File: src/rtl/agu_bitrev_par.sv
// Parallel address generator: sweeps 2^IDX_BITS indices LANES at a time in natural
// or bit-reversed order, producing even/odd address pairs behind a valid/ready handshake.
module agu_bitrev_par #(
    parameter int D_WIDTH  = 16,
    parameter int LANES    = 8,
    parameter int IDX_BITS = 8,
    parameter int SHIFT    = 1,
    parameter int OFFSET   = 1
) (
    input  logic                       clk,
    input  logic                       rst,
    input  logic                       start,
    input  logic                       bitrev_en,
    input  logic                       out_ready,
    output logic                       out_valid,
    output logic [LANES*D_WIDTH-1:0]   order0,
    output logic [LANES*D_WIDTH-1:0]   order1,
    output logic                       busy,
    output logic                       done
);

    typedef enum logic [1:0] {
        IDLE = 2'd0,
        RUN  = 2'd1,
        FIN  = 2'd2
    } state_e;

    localparam logic [IDX_BITS-1:0] LAST_J = IDX_BITS'((2 ** IDX_BITS) - LANES);
    localparam logic [IDX_BITS-1:0] STEP_J = IDX_BITS'(LANES);
    localparam int                  EXT_W  = IDX_BITS + SHIFT + 32;

    state_e                     state_q, state_d;
    logic [IDX_BITS-1:0]        j_q, j_d;
    logic                       mode_q, mode_d;
    logic [LANES*D_WIDTH-1:0]   order0_q, order0_d;
    logic [LANES*D_WIDTH-1:0]   order1_q, order1_d;
    logic [LANES*D_WIDTH-1:0]   lane0_d, lane1_d;

    // NOTE: every signal written here gets a default first, so no path can infer a latch.
    always_comb begin
        state_d = state_q;
        j_d     = j_q;
        mode_d  = mode_q;
        case (state_q)
            IDLE: begin
                if (start) begin
                    state_d = RUN;
                    j_d     = '0;
                    mode_d  = bitrev_en;
                end
            end
            RUN: begin
                if (out_ready) begin
                    if (j_q == LAST_J) state_d = FIN;
                    else               j_d     = j_q + STEP_J;
                end
            end
            FIN:     state_d = IDLE;
            default: state_d = IDLE;
        endcase
    end

    // Lane addresses are computed from the next-state base, so the registered outputs
    // already hold the beat that is valid in the following cycle.
    for (genvar g = 0; g < LANES; g++) begin : g_lane
        logic [IDX_BITS-1:0] x;
        logic [IDX_BITS-1:0] x_rev;
        logic [IDX_BITS-1:0] r;

        assign x = j_d + IDX_BITS'(g);

        always_comb begin
            x_rev = '0;
            for (int b = 0; b < IDX_BITS; b++) x_rev[b] = x[IDX_BITS-1-b];
        end

        assign r = mode_d ? x_rev : x;
        assign lane0_d[g*D_WIDTH +: D_WIDTH] = D_WIDTH'(EXT_W'(r) << SHIFT);
        assign lane1_d[g*D_WIDTH +: D_WIDTH] = D_WIDTH'((EXT_W'(r) << SHIFT) + EXT_W'(OFFSET));
    end

    always_comb begin
        order0_d = '0;
        order1_d = '0;
        if (state_d == RUN) begin
            order0_d = lane0_d;
            order1_d = lane1_d;
        end
    end

    // NOTE: sequential state uses non-blocking assignments only, so every register
    // samples the pre-edge value of its inputs.
    always_ff @(posedge clk or posedge rst) begin
        if (rst) begin
            state_q  <= IDLE;
            j_q      <= '0;
            mode_q   <= 1'b0;
            order0_q <= '0;
            order1_q <= '0;
        end else begin
            state_q  <= state_d;
            j_q      <= j_d;
            mode_q   <= mode_d;
            order0_q <= order0_d;
            order1_q <= order1_d;
        end
    end

    assign out_valid = (state_q == RUN);
    assign busy      = (state_q != IDLE);
    assign done      = (state_q == FIN);
    assign order0    = order0_q;
    assign order1    = order1_q;

endmodule

File: config.mk
export PLATFORM = sky130hd
export DESIGN_NAME = agu_bitrev_par
export DESIGN_NICKNAME = d
export VERILOG_FILES = /design/src/rtl/agu_bitrev_par.sv
export SDC_FILE = /design/constraint.sdc
export NUM_CORES = 1
export LEC_CHECK = 0
export CORE_MARGIN = 2
export CORE_UTILIZATION = 41
export CTS_CLUSTER_SIZE = 24
export DETAILED_ROUTE_END_ITERATION = 8
export GPL_TIMING_DRIVEN = 0
export PLACE_DENSITY_LB_ADDON = 0.25
export SKIP_CTS_REPAIR_TIMING = 1
export SLEW_MARGIN = 20
export SYNTH_ARGS = -nofsm -noshare
export SYNTH_HDL_FRONTEND = slang
export SYNTH_SLANG_ARGS = --single-unit
File: constraint.sdc
create_clock -name clk -period 3.5 [get_ports clk]
set_clock_uncertainty 0.05 [all_clocks]
set_input_delay 0.35 -clock clk [delete_from_list [all_inputs] [get_ports clk]]
set_output_delay 0.35 -clock clk [all_outputs]
set_load 0.05 [all_outputs]
; ---- Word-level counts from Yosys, hierarchy flattened
; Cells that the tools add are included.
[totals]
output_inout_bits = 259
ff_bits = 267
romBits = 0
latch_bits = 0
memories = 0
ramBits = 0
[op_classes]
shifts = 0
n_eq_ne = 4
div = 0
bitwise = 0
reduce_logical = 2
muxes = 20
magnitude_cmp = 0
addsub = 16
n_mul = 0
[ops]
columns = op, count
row1 = 122-bit two-way mux, 1
row2 = 121-bit two-way mux, 1
row3 = 8-bit two-way mux, 11
row4 = "9-bit by 1-bit adder with 10-bit output, second input constant", 8
row5 = "8-bit by 3-bit adder with 8-bit output, second input constant", 4
row6 = "8-bit by 2-bit adder with 8-bit output, second input constant", 2
row7 = 8-bit one-hot mux with 2 select lines, 1
row8 = "8-bit by 1-bit adder with 8-bit output, second input constant", 1
row9 = "8-bit by 4-bit adder with 8-bit output, second input constant", 1
row10 = "8-bit == test, second input constant", 1
row11 = 2-bit two-way mux, 3
row12 = "2-bit by 1-bit == test with 1-bit output, second input constant", 2
row13 = 2-bit one-hot mux with 2 select lines, 1
row14 = "2-bit == test, second input constant", 1
row15 = 2-bit zero test, 1
row16 = 1-bit two-way mux, 2
row17 = 2-bit nonzero test, 1

; ---- Depth between registers and ports, before layout
; Gate-level depths: netlist of run 1.
[depth]
ltp_word = 8
depth_mapped = 14
mapped_depth_nobuf = 10

; ---- Worst setup path before layout of run 1
; OpenSTA, ideal clock, no wires.
[synth_path]
path_type = register -> register
from = register state_q[0]
to = register order1_q[39], in the netlist order1[39]
path_slack_ps = 578
setup_time_ps = 120
t_required_ps = 3330
t_arrival_ps = 2751
n_path_buf = 2
path_stages_with_launch = 11
synth_period_minus_slack_ps = 2922
path_cell_list = dfrtp_1 > nor2b_1 > clkbuf_1 > nand2_1 > o211a_2 > inv_2 > clkbuf_1 > ha_1 > and3_1 > nand3_1 > and4_1
[synth_between]
elab_chain_len = 6
elab_cells_between_ends = 13
[synth_lines]
columns = element, line
row1 = from (decl), 32  ; state_e state_q, state_d;
row2 = from (signal assigned), 101  ; state_q <= state_d;
row3 = 2-bit by 1-bit == test with 1-bit output, n/a
row4 = net out_valid, 15  ; output logic out_valid,
row5 = 8-bit one-hot mux with 2 select lines, 44  ; case (state_q)
row6 = net g_lane[0].x[3], 66  ; logic [IDX_BITS-1:0] x;
row7 = 8-bit by 2-bit adder with 8-bit output, 70  ; assign x = j_d + IDX_BITS'(g);
row8 = 8-bit two-way mux, 77  ; assign r = mode_d ? x_rev : x;
row9 = 9-bit by 1-bit adder with 10-bit output, 79  ; assign lane1_d[g*D_WIDTH +: D_WIDTH] = D_WIDTH'((EXT_W'(r) << SHIFT) + EXT_W'(OFFSET));
row10 = 122-bit two-way mux, 85  ; if (state_d == RUN) begin
row11 = to (signal assigned), 105  ; order1_q <= order1_d;
row12 = to (decl), 36  ; logic [LANES*D_WIDTH-1:0] order1_q, order1_d;
; The timed path passes the listed nets, and every way through them passes these cells.

; ---- Final worst setup path of run 1
[layout_path]
from = input port start
to = register order0_q[120], in the netlist order0[120]
[layout_between]
elab_chain_len = 5
elab_cells_between_ends = 10
[layout_lines]
columns = element, line
row1 = from (decl), 12  ; input logic start,
row2 = 8-bit two-way mux, 46  ; if (start) begin
row3 = 8-bit one-hot mux with 2 select lines, 44
row4 = net g_lane[0].x[2], 66
row5 = 8-bit by 3-bit adder with 8-bit output, 70
row6 = 8-bit two-way mux, 77
row7 = 121-bit two-way mux, 85
row8 = net order0_d[120], 35  ; logic [LANES*D_WIDTH-1:0] order0_q, order0_d;
row9 = to (signal assigned), 104  ; order0_q <= order0_d;
row10 = to (decl), 35
; The timed path passes the listed nets, and every way through them passes these cells.

==> results of run 1 <==
==> worst max-delay path: cells and delay by family <==
kind | cells | cell delay (ns)
adders and majority gates | 1 | 0.26
xor gates and xnor gates | 1 | 0.21
and+or+nand+nor | 4 | 0.77
AOI/OAI and AO/OA | 2 | 0.42
buffers and inverters | 6 | 1.36
==> flip-flops by register name, indices dropped and copies added (netlist names) <==
register,count
order1,64
mode_q,1
j_q,8
state_q,2
order0,1
==> synth_stat cells (3+ instances only) <==
cell type  count  area, um2
xnor2_1       11       96.3
inv_1         11       41.3
buf_2         13       65.1
and3_1         5       31.3
buf_4        192       1440
a31oi_1        4       25.0
clkbuf_1      13       48.8
mux2i_1        6       60.1
nor3_1        13       65.1
a21oi_1       48        240
nand2b_1       3       18.8
buf_1          5       18.8
nand4_1        9       56.3
nor2_1        19       71.3
dfrtp_1       76       1900
xor2_1        10       87.6
nor2b_1        3       18.8
o21ai_0       18       90.1
nand3_1       14       70.1
nor3_2         4       40.0
o211ai_1       3       22.5
nand2_1       46        173
a211oi_1       9       67.6
o311ai_0       3       26.3
o31ai_1        4       30.0
and2_1         4       25.0
ha_1           9        113
==> logic make-up (layout without fill, tap and decap cells) <==
| logic type | count (synthesis) | after routing | synth area share (%) |
|---|---|---|---|
| buf+inv | 238 | 397 | 30.7 |
| compound gates | 110 | 110 | 13.0 |
| other cells | 1 | 120 | 0.0700 |
| flops | 76 | 76 | 35.5 |
| xor+xnor | 21 | 21 | 3.43 |
| mux | 7 | 7 | 1.54 |
| simple gates | 136 | 136 | 13.6 |
| fa+ha+maj | 9 | 9 | 2.10 |
==> path summary, 6_finish.rpt <==
check | depth (start not counted) | to | start | slack (ns)
setup / recovery | 14 | order0[120] | start | 0.27
hold / removal | 2 | order1[20] | rst | 0.30
setup reg to reg | 13 | order0[120] | state_q[0] | 0.32
hold reg to reg | 3 | state_q[1] | j_q[1] | 0.60
max in group asynchronous | 3 | j_q[5] | rst | 2.56
min in group clk | 3 | state_q[1] | j_q[1] | 0.60
==> final cells by class <==
type / instances / area, um2
Fill cell: 1123 / 4860
Tap cell: 172 / 215
Timing Repair Buffer: 144 / 1460
Inverter: 13 / 51.3
Clock buffer: 11 / 243
Buffer: 224 / 1590
Clock inverter: 5 / 83.8
Multi-Input combinational cell: 403 / 2270
Sequential cell: 76 / 1900
==> metal layers <==
layer | GRT usage, % | vias up | share of wire (%)
met5 | 0 | - | 0
met4 | 7.61 | 0 | 2.6
met3 | 6.71 | 33 | 11
met2 | 32.8 | 263 | 48
met1 | 21.9 | 2081 | 38
li1 | - | 2257 | -
==> per-stage QoR <==
| step | hold WS, ns | worst slack (ns) |
|---|---|---|
| 6_report | 0.299 | 0.273 |
| 5_1_grt | 0.328 | 0.113 |
| 4_1_cts | 0.309 | -0.0195 |
| 3_5_place_dp | 0.602 | -0.368 |
| 3_3_place_gp | 0.593 | -0.313 |
| 2_1_floorplan | 0.539 | 0.578 |
==> cell usage in the layout, fill, tap and decap left out, types with 14 or more instances in the layout <==
cell,Yosys,layout
a21oi_1,48,48
buf_4,192,192
clkbuf_1,13,14
clkdlybuf4s50_1,0,143
conb_1,1,120
dfrtp_1,76,76
nand2_1,46,46
nand3_1,14,14
nor2_1,19,19
o21ai_0,18,18
==> reports/metrics.cfg, run 1 <==
[logic_synthesis]
ys.flop_type = dfrtp_1
synthCells = 598
seq_area_frac_synth_pct = 35.5
syn-cell-area_mm2 = 0.00536
yosysUniqueCellTypes = 59
synth_edf_count = 0
synth-seq-cells = 76
yosysWarningCount = 0
syn_area_per_cell_um2 = 8.96
synth-async-reset-ratio_pct = 100

[route]
via_per_inst = 4.42
dr.first_iter.drc_count = 288
dr.pass1.iters = 7
vias = 4634
remaining_drc_errors = 0
routedWlPerCell_um = 13.1
routed_wl_um = 13700
ant_nets = 0

[floorplanning]
rows = 41
die_area_mm2 = 0.0140
ios = 264
start_util_pct = 42.3
die_w_um = 118
core_mm2 = 0.0127
die_y_um = 118

[timing]
tightest_slew_ns = 0.717
fin_crit_sh_pct = 92.2
setup-tns-final_ns = 0
hold_viol = 0
period_minus_slack_ns = 3.23
final-setup-viol-count = 0
rsz0062_at_grt = false
max_freq_mhz = 310
drv_slew = 0
slew_headroom_pct = 51.8

[worst_setup_path]
critical_path_class = input pin to register
cp.arrival_ns = 3.37
path_max_fanout = 12
cp.required_ns = 3.64
worstSetupEndpointType = register
cp_cell_sequence = clkdlybuf4s50_1, or3b_4, buf_6, and2_1, buf_2, inv_1, buf_2, ha_4, inv_1, a31oi_1, nor3_1, nand4_1, xor2_1, a21oi_1
slowest_stage = clkdlybuf4s50_1
slowest_delay_ns = 0.50
startpoint_type = input pin

[global_route]
grt.overflow.total = 0
grt.total_usage_pct = 19.2
grt_max_degree = 50
grt_pass1_vias = 4380
grt_pass1_wl_um = 21900
antenna_found_initial = 0

[clocking]
numCtsBuffers = 9
cts.sinks = 76
clock-root-buffer = clkbuf_16
insertion_delay_ns = 0.34
cts_tree = built
h-tree-depth = 3
clock_path_buffers = 2
clk_pin_slew_ns = 0.06

[run]
max_cap_violations = 0

[place]
dp_cells = 1033
gp_congestion = 0.921
numPortBuffers = 143
placed_area_mm2 = 0.00748
dp_hpwl_um = 10700

[worst_hold_path]
hold_path_class = input pin to asynchronous set/reset pin

[finish]
diodes = 0
area_delta_synth_final_pct = 45.9
final_cell_area_mm2 = 0.00782
nets = 885
drive_gt1_share_pct = 27.6
finalNonFillerCells = 1048
utilization_pct = 61.7

[status]
status = finished clean

Power of run 1 is not shown: default switching activity piles up to over one toggle a cycle in this logic, so the estimate is an artifact.
==> run 2: changes to the inputs <==
- CORE_UTILIZATION: 41 -> 42
- CTS_BUF_LIST: unset -> sky130_fd_sc_hd__clkbuf_4 sky130_fd_sc_hd__clkbuf_8
- HOLD_SLACK_MARGIN: unset -> 0.06
==> reports/metrics.cfg, run 2 (synthesized netlist as in run 1, its figures left out) <==
[route]
ant_nets = 0  ; unchanged
vias = 4602  ; -0.69%
routedWlPerCell_um = 12.5  ; -4.8%
dr.first_iter.drc_count = 310  ; +7.6%
remaining_drc_errors = 0  ; unchanged
routed_wl_um = 13100  ; -4.8%
dr.pass1.iters = 5  ; -2
via_per_inst = 4.39  ; -0.69%

[place]
gp_congestion = 0.879  ; -4.6%
dp_slack_ns = -0.327  ; +0.0411 ns
dp_hpwl_um = 10200  ; -4.7%
numPortBuffers = 143  ; unchanged

[finish]
layout_commonest_cell = buf_4
drive_gt1_share_pct = 27.7  ; +0.11 points
final_cell_mix = buf_4 (192), clkdlybuf4s50_1 (143), conb_1 (120), dfrtp_1 (76), a21oi_1 (48)
area_delta_synth_final_pct = 42.7
diodes = 0  ; unchanged
nets = 885  ; unchanged
fill_cells = 1159  ; +3.2%
largest_reg_flops = 64  ; unchanged

[worst_setup_path]
cp_cell_sequence = clkdlybuf4s50_1, or3b_4, buf_6, and2_1, buf_2, inv_1, buf_2, ha_2, inv_1, a31oi_1, nor3_1, nand4_1, xor2_1, a21oi_1
path_max_fanout = 12  ; unchanged
startpoint_type = input pin
cp.required_ns = 3.67  ; +0.03 ns
slowest_delay_ns = 0.50  ; about the same
slowest_stage = clkdlybuf4s50_1
critical_path_class = input pin to register
worstSetupEndpointType = register
cp.arrival_ns = 3.47  ; +0.10 ns

[run]
max_cap_violations = 0  ; unchanged

[timing]
tightest_slew_ns = 0.629  ; -0.0885 ns
rsz0062_at_grt = false
final-setup-viol-count = 0  ; unchanged
period_minus_slack_ns = 3.29  ; +0.0679 ns
hold_viol = 0  ; unchanged
fin_crit_sh_pct = 94.1  ; +1.9 points
drv_slew = 0  ; unchanged
slew_headroom_pct = 57.8  ; +5.9 points
max_freq_mhz = 304  ; -2.1%
timing.final.ws_setup_ns = 0.206  ; -0.0679 ns

[floorplanning]
die_w_um = 117  ; -1.2%
die_area_mm2 = 0.0137  ; -2.3%
ios = 264  ; unchanged
core_mm2 = 0.0125  ; -1.2%
start_util_pct = 42.8  ; +0.52 points
rows = 41  ; unchanged
die_y_um = 117  ; -1.2%

[clocking]
numCtsBuffers = 9  ; unchanged
insertion_delay_ns = 0.35  ; about the same
cts.sinks = 76  ; unchanged
cts_tree = built
clk_pin_slew_ns = 0.08  ; +0.02 ns
h-tree-depth = 3  ; unchanged
clock_path_buffers = 2  ; unchanged
clock-root-buffer = clkbuf_8

[worst_hold_path]
hold_path_class = input pin to asynchronous set/reset pin

[global_route]
grt.overflow.total = 0  ; unchanged
grt.total_usage_pct = 18.4  ; -0.81 points
grt_pass1_vias = 4049  ; -7.6%
antenna_found_initial = 0  ; unchanged
grt_max_degree = 47  ; -6.0%
grt_pass1_wl_um = 19600  ; -10%

[status]
status = finished clean

[run 2: changes by cell type in the layout (fill, tap and decap cells not counted), moves of 2 or more]
cell / delta
clkinv_2: +2
bufinv_16: -2
clkbuf_16: -9
clkbuf_8: +8
[run 2: critical path, delay by kind of cell]
kind	cells	cell delay, ns
buffers and inverters	6	1.36
adder cells (fa/ha/maj)	1	0.36
AO/OA/AOI/OAI	2	0.40
AND/OR/NAND/NOR	4	0.79
XOR/XNOR	1	0.22
[run 2: final timing paths]
check / from / endpoint / slack [ns] / depth (start not counted)
min in group clk: j_q[1] / state_q[1] / 0.60 / 3
worst min-delay path: rst / order1[52] / 0.28 / 2
max in group asynchronous: rst / j_q[0] / 2.56 / 3
worst max-delay path: start / order0[120] / 0.21 / 14
worst min register to register: j_q[1] / state_q[1] / 0.60 / 3
worst max register to register: state_q[0] / order0[120] / 0.24 / 13
[run 2: area by class of cell]
type                            instances  area (um2)  area share (%)
Clock inverter                          6        41.3           0.540
Timing Repair Buffer                  144        1450            19.0
Sequential cell                        76        1900            24.9
Buffer                                224        1590            20.8
Tap cell                              172         215            2.82
Inverter                               13        51.3           0.671
Multi-Input combinational cell        403        2260            29.5
Clock buffer                           10         131            1.72
[run 2: metal layers]
metal	GRT usage (%)	up-vias	wire (um)	share of wire (%)
li1	-	2249	-	-
met4	6.82	0	336	2.6
met1	22.9	2045	5170	39
met5	0	-	0	0
met3	5.05	33	1340	10
met2	30.7	275	6240	48
[run 2: metrics by stage]
| stage | hold WS (ns) | utilization, % | cell area, um2 | cells | TNS (ns) |
|---|---|---|---|---|---|
| after CTS | 0.292 | 61.1 | 7640 | 1049 | 0 |
| final | 0.279 | 61.1 | 7640 | 1048 | 0 |
| after floorplan | 0.539 | - | 5800 | 717 | 0 |
| after detailed placement | 0.599 | 59.7 | 7470 | 1033 | -1.22 |
| after global placement | 0.591 | 59.5 | 7450 | 1032 | -1.27 |
| after global routing | 0.312 | 61.1 | 7640 | 1048 | 0 |
Power of run 2 is left out for the same reason.
==> variant: new RTL, config.mk and constraints of run 2 <==
Set the parameter `D_WIDTH` to 12 (it was 16).
--- a/src/rtl/agu_bitrev_par.sv
+++ b/src/rtl/agu_bitrev_par.sv
@@ -2,5 +2,5 @@
 // or bit-reversed order, producing even/odd address pairs behind a valid/ready handshake.
 module agu_bitrev_par #(
-    parameter int D_WIDTH  = 16,
+    parameter int D_WIDTH  = 12,
     parameter int LANES    = 8,
     parameter int IDX_BITS = 8,
Ports: changed (resized order0 and order1); port bits go from 264 to 200. No check against the original RTL was run, so the function may have changed too.
==> variant against run 2 <==
Global-route usage rose by 2.8 points. Worst setup slack improved by 0.0090 ns. Final area fell by 9.6%. Register-to-register slack improved by 0.02 ns. Non-clock buffer count fell by 64. Sequential cell count did not move. Wire length rose by 1.9%. Die area fell by 8.7%. Area after synthesis fell by 9.0%.
Power is left out: the tool's default activity adds up to more than one toggle a clock period on the data nets, which glitch-free logic cannot reach.
==> variant: results (changes against run 2) <==
stage,metric,value,unit,change
outcome,status,"complete, no violations",,
layout,nets,757,,-14%
layout,stdcell_count,890,,-15%
worst_setup_path,arrival,3.45,ns,-0.02 ns
synthesis,synth_common_cells,"128 x buf_4, 76 x dfrtp_1, 48 x a21oi_1, 46 x nand2_1, 19 x nor2_1",,
routing,drt_iter0_markers,263,,-15%
place,place_inst,876,,-15%
place,port_buffers,143,,unchanged
grt,grt_use_total,0.212,,+0.0278
synthesis,synth_top_cells_by_area,"dfrtp_1 39%, buf_4 20%, a21oi_1 4.9%",,
routing,drt_first_pass_iters,5,,unchanged
clock_network,clk_latency,0.35,ns,about the same
synthesis,seq_area_frac_synth,0.390,,+0.0350
synthesis,synthAdderAreaFrac,0.0231,,+0.00207
synthesis,syn_area_per_cell,9.13,um^2,+1.9%
synthesis,ys_types,59,,unchanged
sta,max_slew_margin,0.507,,-0.0707
routing,wirelength,13.3,mm,+1.9%
grt,grt_max_degree,44,,-6.4%
place,dpl_cell_area,6720,um^2,-10%
place,gp_congestion,0.907,,+3.2%
place,dp_worst_setup_slack,-0.466,ns,-0.139 ns
layout,largest_register_ffs,64,,unchanged
place,dp_hpwl,10.4,mm,+1.8%
synthesis,synth_xor_xnor_area_share,0.0377,,+0.00338
grt,antenna_found_initial,0,,unchanged
grt,grt_pass1_vias,4166,,+2.9%
worst_setup_path,crit_fanout,13,,+1
synthesis,synthFlopType,dfrtp_1,,
synthesis,synthMuxAreaShare,0.0169,,+0.00152
grt,grt_pass1_wl,21.1,mm,+8.0%
layout,layout-drive-gt1-share,0.238,,-0.0391
routing,viasPerCell,4.77,,+8.6%
synthesis,synth_compound_area_frac,0.143,,+0.0128
clock_network,clk_path_buf_depth,2,,unchanged
variant: path summary, 6_finish.rpt:
| path | start | to | slack (ns) | cells past startpoint |
|---|---|---|---|---|
| setup / recovery | start | order1[37]$_DFF_PP0_ | 0.21 | 12 |
| hold / removal | rst | order1[40]$_DFF_PP0_ | 0.30 | 2 |
| setup reg to reg | j_q[0]$_DFF_PP0_ | order1[31]$_DFF_PP0_ | 0.26 | 9 |
| hold reg to reg | j_q[1]$_DFF_PP0_ | state_q[1]$_DFF_PP0_ | 0.58 | 3 |
| max in group asynchronous | rst | order1[62]$_DFF_PP0_ | 2.55 | 3 |
| min in group clk | j_q[1]$_DFF_PP0_ | state_q[1]$_DFF_PP0_ | 0.58 | 3 |
variant: through the flow:
stage          hold WS, ns  setup TNS [ns]
6_report             0.298               0
5_1_grt              0.332               0
4_1_cts              0.314          -0.196
3_5_place_dp         0.581           -2.21
3_3_place_gp         0.587           -2.01
2_1_floorplan        0.539               0
variant: worst max-delay path, cell delays in order:
cell             delay (ns)
clkdlybuf4s50_1        0.44
or3b_4                 0.26
buf_6                  0.15
and2_1                 0.13
clkbuf_1               0.53
inv_1                  0.29
ha_1                   0.26
a31oi_1                0.45
nor3_1                 0.11
nand4_1                0.13
xor2_1                 0.23
a21oi_1                0.11
variant: final cells by class:
| class | count | area, um^2 |
|---|---|---|
| fill | 999 | 4460 |
| multi-input combinational | 339 | 2030 |
| sequential | 76 | 1900 |
| timing repair buffer | 144 | 1450 |
| buffer | 160 | 1110 |
| tap | 143 | 179 |
| clock buffer | 9 | 124 |
| clock inverter | 6 | 65.1 |
| inverter | 13 | 51.3 |
variant: logic make-up after synthesis:
family          count (synthesis)
buf+inv                       174
simple gates                  136
compound gates                110
flops                          76
xor+xnor                       21
fa+ha+maj                       9
mux                             7
other cells                     1
variant: metal layers:
layer,track usage,vias to the layer above,wire length (um)
met5,0,-,0
met4,0.0823,0,106
met3,0.0359,7,1050
met2,0.352,188,6510
met1,0.277,1994,5670
li1,-,2057,-
